==> config.mk <==
export PLATFORM = sky130hd
export DESIGN_NAME = tick_rate_controller
export DESIGN_NICKNAME = d
export VERILOG_FILES = /design/src/rtl/tick_rate_controller.sv
export SDC_FILE = /design/constraint.sdc
export NUM_CORES = 1
export LEC_CHECK = 0
export ABC_CLOCK_PERIOD_IN_PS = 3900
export CAP_MARGIN = 20
export CORE_MARGIN = 2
export CORE_UTILIZATION = 30
export DETAILED_ROUTE_END_ITERATION = 8
export PLACE_DENSITY = 0.54
export SYNTH_ARGS = -nofsm -noshare
export SYNTH_HDL_FRONTEND = slang
export SYNTH_SLANG_ARGS = --single-unit
==> constraint.sdc <==
create_clock -name CLK -period 3.9 [get_ports CLK]
set_input_delay 0.39 -clock CLK [delete_from_list [all_inputs] [get_ports CLK]]
set_output_delay 0.39 -clock CLK [all_outputs]
set_load 0.005 [all_outputs]
==> src/rtl/tick_rate_controller.sv <==
// ---------------------------------------------------------------------------
// tick_rate_controller
//
// Purpose:
//   Selects one tap of the divider's decade clock bus (bit 6 = 1 MHz ...
//   bit 0 = 1 Hz) at run time and turns each rising edge of that tap into a
//   single-cycle `tick` enable in the CLK domain. Rate changes go through a
//   req/ack handshake and only take effect on period boundaries, so no tick
//   is lost or duplicated across a switch. No divided clock is used as a
//   clock.
//
// Ports:
//   CLK        in   system clock, the only clock
//   RST        in   synchronous active-high reset
//   clock      in   [NTAPS-1:0] divider tap bus, asynchronous to CLK
//   sel_req    in   rate-change request (level, held until sel_ack)
//   sel_idx    in   [2:0] requested tap index, captured at acceptance
//   sel_ack    out  one-cycle completion pulse
//   sel_err    out  one-cycle pulse alongside sel_ack for an invalid index
//   busy       out  high while a request is being handled
//   cur_idx    out  [2:0] currently active tap index
//   tick       out  one-cycle enable per selected-tap rising edge
//   tick_cnt   out  [15:0] ticks since the last rate change
//
// Build option:
//   TICK_COUNTER_EN  when defined, tick_cnt counts ticks (wrapping) and is
//                    cleared whenever cur_idx changes; when undefined the
//                    counter is omitted and tick_cnt reads 0.
//
// States:
//   state     | meaning
//   ----------+----------------------------------------------------------
//   IDLE      | no request pending, ticks from cur_idx
//   ALIGN     | waiting for the old tap's next rise (last old-rate tick)
//   SWITCH    | cur_idx already moved; waiting for the new tap's first rise
//   ACK       | pulse sel_ack/sel_err for the same-index and error paths
//   WAIT_LOW  | hold until sel_req drops so a held request cannot retrigger
// ---------------------------------------------------------------------------
module tick_rate_controller #(
    parameter int NTAPS       = 7,
    parameter int SYNC_STAGES = 2,
    parameter int RESET_IDX   = 0
) (
    input  logic             CLK,
    input  logic             RST,
    input  logic [NTAPS-1:0] clock,
    input  logic             sel_req,
    input  logic [2:0]       sel_idx,
    output logic             sel_ack,
    output logic             sel_err,
    output logic             busy,
    output logic [2:0]       cur_idx,
    output logic             tick,
    output logic [15:0]      tick_cnt
);

    typedef enum logic [2:0] {
        ST_IDLE,
        ST_ALIGN,
        ST_SWITCH,
        ST_ACK,
        ST_WAIT_LOW
    } state_t;

    // The edge pipeline is SYNC_STAGES sync flops, one edge register and one
    // history register. Events stay masked until the history register holds
    // a real post-reset sample, so a tap already high at release is not
    // mistaken for a rising edge.
    localparam int WARM_CYCLES = SYNC_STAGES + 2;
    localparam int WARM_W      = $clog2(WARM_CYCLES + 1);
    localparam logic [3:0] NTAPS_W = 4'(NTAPS);
    localparam logic [2:0] RST_IDX = 3'(RESET_IDX);

    logic [NTAPS-1:0]  sync_q [SYNC_STAGES];
    logic [NTAPS-1:0]  edge_q;
    logic [NTAPS-1:0]  prev_q;
    logic [WARM_W-1:0] warm_cnt;
    logic              warm_done;
    logic [NTAPS-1:0]  rise;
    logic [7:0]        rise_pad;
    logic              rise_cur;
    logic              idx_invalid;

    state_t            state;
    logic [2:0]        nxt_idx;
    logic              err_q;
    logic              acked_q;

    // ------------------------------------------------------------------
    // Tap synchronisers, edge detection and warm-up down-counter
    // ------------------------------------------------------------------
    always_ff @(posedge CLK) begin
        if (RST) begin
            for (int s = 0; s < SYNC_STAGES; s++) begin
                sync_q[s] <= '0;
            end
            edge_q   <= '0;
            prev_q   <= '0;
            warm_cnt <= WARM_W'(WARM_CYCLES);
        end else begin
            sync_q[0] <= clock;
            for (int s = 1; s < SYNC_STAGES; s++) begin
                sync_q[s] <= sync_q[s-1];
            end
            edge_q <= sync_q[SYNC_STAGES-1];
            prev_q <= edge_q;
            if (warm_cnt != '0) begin
                warm_cnt <= warm_cnt - 1'b1;
            end
        end
    end

    assign warm_done   = (warm_cnt == '0);
    assign rise        = edge_q & ~prev_q & {NTAPS{warm_done}};
    // Padding to 8 bits keeps the 3-bit index in range for any NTAPS <= 8.
    assign rise_pad    = 8'(rise);
    assign rise_cur    = rise_pad[cur_idx];
    assign idx_invalid = ({1'b0, sel_idx} >= NTAPS_W);

    // ------------------------------------------------------------------
    // Rate-change FSM with registered outputs.
    // tick always follows rise[cur_idx]: in ALIGN that is the old tap, and
    // because cur_idx moves on the same edge as the last old tick, SWITCH
    // only ever sees the new tap. A new-tap rise coincident with the final
    // old-tap rise is consumed by ALIGN, so SWITCH waits for the next one.
    // ------------------------------------------------------------------
    always_ff @(posedge CLK) begin
        if (RST) begin
            state   <= ST_IDLE;
            nxt_idx <= RST_IDX;
            err_q   <= 1'b0;
            acked_q <= 1'b0;
            sel_ack <= 1'b0;
            sel_err <= 1'b0;
            busy    <= 1'b0;
            cur_idx <= RST_IDX;
            tick    <= 1'b0;
        end else begin
            sel_ack <= 1'b0;
            sel_err <= 1'b0;
            tick    <= rise_cur;
            case (state)
                ST_IDLE: begin
                    if (sel_req) begin
                        nxt_idx <= sel_idx;
                        busy    <= 1'b1;
                        acked_q <= 1'b0;
                        if (idx_invalid) begin
                            err_q <= 1'b1;
                            state <= ST_ACK;
                        end else if (sel_idx == cur_idx) begin
                            err_q <= 1'b0;
                            state <= ST_ACK;
                        end else begin
                            err_q <= 1'b0;
                            state <= ST_ALIGN;
                        end
                    end
                end
                ST_ALIGN: begin
                    if (rise_cur) begin
                        cur_idx <= nxt_idx;
                        state   <= ST_SWITCH;
                    end
                end
                ST_SWITCH: begin
                    // Ack lands in the same cycle as the first new-rate tick.
                    if (rise_cur) begin
                        sel_ack <= 1'b1;
                        acked_q <= 1'b1;
                        state   <= ST_ACK;
                    end
                end
                ST_ACK: begin
                    if (!acked_q) begin
                        sel_ack <= 1'b1;
                        sel_err <= err_q;
                    end
                    state <= ST_WAIT_LOW;
                end
                ST_WAIT_LOW: begin
                    if (!sel_req) begin
                        busy  <= 1'b0;
                        state <= ST_IDLE;
                    end
                end
                default: begin
                    busy  <= 1'b0;
                    state <= ST_IDLE;
                end
            endcase
        end
    end

    // ------------------------------------------------------------------
    // Optional tick counter
    // ------------------------------------------------------------------
`ifdef TICK_COUNTER_EN
    logic cur_change;

    // cur_idx only changes on the ALIGN boundary edge; clearing there wins
    // over the final old-rate tick so the first new-rate tick reads 1.
    assign cur_change = (state == ST_ALIGN) && rise_cur;

    always_ff @(posedge CLK) begin
        if (RST) begin
            tick_cnt <= '0;
        end else if (cur_change) begin
            tick_cnt <= '0;
        end else if (rise_cur) begin
            tick_cnt <= tick_cnt + 16'd1;
        end
    end
`else
    assign tick_cnt = '0;
`endif

endmodule
==> flow_summary.rst <==
.. list-table::
   :header-rows: 1

   * - Metric
     - Value
   * - Power per standard cell area
     - approximately 480 nW/um^2
   * - Number of post-CTS setup repair buffers
     - 0
   * - Setup-failing EPs final
     - 0
   * - Via count of the first global-routing pass
     - 1077
   * - Crit end category
     - register
   * - Top post-synthesis cells by area
     - sky130_fd_sc_hd__dfxtp_1, sky130_fd_sc_hd__nor2b_1, sky130_fd_sc_hd__buf_4
   * - Final #Nets
     - 221
   * - Vias/cell
     - 4.36
   * - Period Utilization, post-route
     - between 40% and 50%
   * - Avg Synthesized Cell Area
     - 9.53 sq um
   * - Pins Over Slew Limit
     - 0
   * - Worst hold margin
     - 0.438 ns
   * - Count of antenna diodes in the layout
     - 0
   * - Root buffer cell
     - sky130_fd_sc_hd__clkbuf_8
   * - Hold Fails Final Rpt
     - 0
   * - Remaining antenna violation count
     - 0
   * - Number of different library cells in the post-synthesis netlist
     - 36
   * - TritonCTS clock tree
     - done
   * - Count of clock tree sinks
     - between 40 and 50
   * - Buffers from clock root to sink, at most
     - 2
   * - Die footprint
     - 6640 sq um
   * - Global-route usage over all layers
     - 9.50%
   * - Required time reported for the critical path endpoint
     - 4.11 ns
   * - Maximum number of pins on one net before global-route repair
     - 21
   * - Area Overhead vs Synth
     - 16.7%
   * - Run status
     - finished, final reports clean
   * - Highest attainable clock frequency
     - 0.521 GHz
   * - Number of buffer cells added on primary ports
     - 19
   * - CTS H-tree depth
     - 2
   * - Unrepaired setup endpoints after global routing
     - no
   * - Number of gates given a new drive strength after cts
     - 0
   * - End of the critical path
     - state[0]
   * - Placeable core area
     - 5850 sq um
   * - Number of iterations in the first detailed-routing pass
     - 4
   * - Leading cell types in the layout, fill and taps excluded
     - sky130_fd_sc_hd__dfxtp_1, sky130_fd_sc_hd__nor2b_1, sky130_fd_sc_hd__clkdlybuf4s50_1
   * - Vias
     - 1230
   * - Worst reg2reg startpoint
     - cur_idx[0]
   * - Fraction of synthesis flops using an asynchronous set or reset pin
     - 0%
   * - Flip-flop and latch count after synthesis
     - 46
   * - Critical path class
     - reg -> reg
   * - Critical path startpoint
     - cur_idx[0]
   * - Routed length per placed instance
     - 10.3 um
   * - Initial cell density of the core
     - 30.8%
   * - Summed negative setup slack over all endpoints
     - 0 ns
   * - Initial antenna violation count
     - 0
   * - Area share of the largest cell type after synthesis
     - between 50% and 60%
   * - Height of the die
     - between 80 and 90 um
   * - Reg-to-Reg End
     - state[0]
   * - Clock network latency to the later pin of the worst-skew pair
     - a little under 0.3 ns
   * - Worst setup slack for register-to-register paths
     - 1.98 ns
   * - Number of enable flip-flop cells after synthesis
     - 0
   * - Half-perimeter wire length of the detailed placement result
     - approximately 2000 um
   * - Share of synthesized area occupied by flip-flops and latches
     - 51.1%
   * - Layout cell share with drive strength beyond 1
     - 5.31%
   * - Combined area of all synthesized cells
     - 1800 sq um
   * - Placement row count
     - 28
   * - Overflow after GRT
     - 0
   * - Hold WC Path Type
     - reg -> reg
   * - Leading cell type in the layout, fill and taps excluded
     - sky130_fd_sc_hd__dfxtp_1
   * - Cells on worst reg2reg path
     - 5
   * - DIE WIDTH
     - 81.5 um
   * - Total wirelength of the detailed-routed design
     - 2890 um
   * - Critical hold path startpoint
     - sync_q[1][2]
   * - Last weighted congestion value of the routability-driven placer
     - about 0.69
   * - Max capacitance violation total
     - 0
   * - Worst path arrival time
     - 2.14 ns
   * - Worst Setup Start Kind
     - register
   * - Drt first-iter violations
     - 84
   * - Post-layout min period
     - 1.92 ns
   * - Peak supply drop
     - 0.189 mV
   * - Global-route wire length before repair
     - 4710 um
   * - Cell type with the highest aggregate area in the netlist
     - sky130_fd_sc_hd__dfxtp_1
   * - Number of DRC violations after detailed routing
     - 0
   * - Top fanout value on the critical path
     - 11
   * - Synth Warn #
     - 0
   * - Synthesized instance count
     - about 190
   * - Most frequently used flop master after synthesis
     - sky130_fd_sc_hd__dfxtp_1
   * - Number of buffers inserted during clock tree synthesis
     - 5
   * - Fin Clk Skew
     - 0.00422 ns
   * - Cell leakage power
     - 0.784 nW
   * - Number of buffers added to fix hold violations after cts
     - 0
   * - Ports
     - 36
   * - Reg clk slew, reported paths
     - 0.08 ns
## per-layer routing
metal / share of wire (%) / global-route usage, % / vias up
met5: 0 / 0 / -
met4: 2.2 / 5.59 / 0
met3: 4.7 / 2.97 / 4
met2: 43 / 14.8 / 24
met1: 50 / 11.5 / 558
li1: - / - / 644
## critical path, cell delays in order, from the launching register on
cell	delay [ns]
sky130_fd_sc_hd__dfxtp_1	0.42
sky130_fd_sc_hd__or3b_1	0.41
sky130_fd_sc_hd__a21o_1	0.20
sky130_fd_sc_hd__a21oi_1	0.40
sky130_fd_sc_hd__nand2_1	0.17
sky130_fd_sc_hd__a211oi_1	0.24
## cell families after synthesis
kind of cell | count (synthesis) | share of synthesized area, %
compound gates | 32 | 11.1
xor+xnor | 2 | 0.972
flops | 46 | 51.1
other cells | 1 | 0.208
simple gates | 77 | 25.4
buf+inv | 29 | 9.79
fa+ha+maj | 2 | 1.39
## synthesized netlist by cell type, types with 3 or more instances
library cell	count
sky130_fd_sc_hd__a21o_1	3
sky130_fd_sc_hd__inv_1	3
sky130_fd_sc_hd__dfxtp_1	46
sky130_fd_sc_hd__nor4bb_1	3
sky130_fd_sc_hd__nand2b_1	3
sky130_fd_sc_hd__nand2_1	10
sky130_fd_sc_hd__nor3_1	6
sky130_fd_sc_hd__a21oi_1	12
sky130_fd_sc_hd__buf_4	16
sky130_fd_sc_hd__nand3b_1	3
sky130_fd_sc_hd__nor2b_1	29
sky130_fd_sc_hd__nand3_1	4
sky130_fd_sc_hd__o21ai_0	7
sky130_fd_sc_hd__nor2_1	7
sky130_fd_sc_hd__clkbuf_1	9
## state kept, by name, summed over array words and instances, names as in the netlist
register,flops
sync_q,14
edge_q,7
prev_q,7
cur_idx,3
nxt_idx,3
state,3
warm_cnt,3
acked_q,1
busy,1
err_q,1
sel_ack,1
sel_err,1
tick,1
## through the flow
stage	total power [W]	cells	util, %	setup WS [ns]	area, sq um
after global placement	0.000662	274	34.0	1.74	1990
final	0.00100	282	35.9	1.98	2100
after CTS	0.00101	282	35.9	1.95	2100
after floorplan	0.000638	204	-	2.09	1860
after global routing	0.00106	282	35.9	1.83	2100
after detailed placement	0.000666	274	34.0	1.69	1990
## final cells by class
class,count,area [sq um]
Fill cell,610,3750
Sequential cell,46,921
Multi-Input combinational cell,129,761
Timing Repair Buffer,21,205
Tap cell,75,93.8
Clock buffer,6,72.6
Clock inverter,2,37.5
Inverter,3,11.3
## how the worst min path moves through the flow
stage / slack [ns] / cells past startpoint / endpoint
final: 0.44 / 1 / edge_q[2]
after global routing: 0.46 / 1 / sync_q[1][0]
after CTS: 0.44 / 1 / sync_q[1][4]
after detailed placement: 0.42 / 1 / edge_q[0]
after global placement: 0.42 / 1 / sync_q[1][3]
after floorplan: 0.41 / 1 / edge_q[0]
## where the power goes
group | switching, W | leakage (nW) | internal (W) | total (W)
logic | 0.0000713 | 0.356 | 0.0000616 | 0.000133
clock network | 0.000154 | 0.0514 | 0.000191 | 0.000345
registers | 0.0000200 | 0.377 | 0.000501 | 0.000521
total | 0.000245 | 0.784 | 0.000754 | 0.00100
No activity file was read; power rests on OpenSTA's default activity.
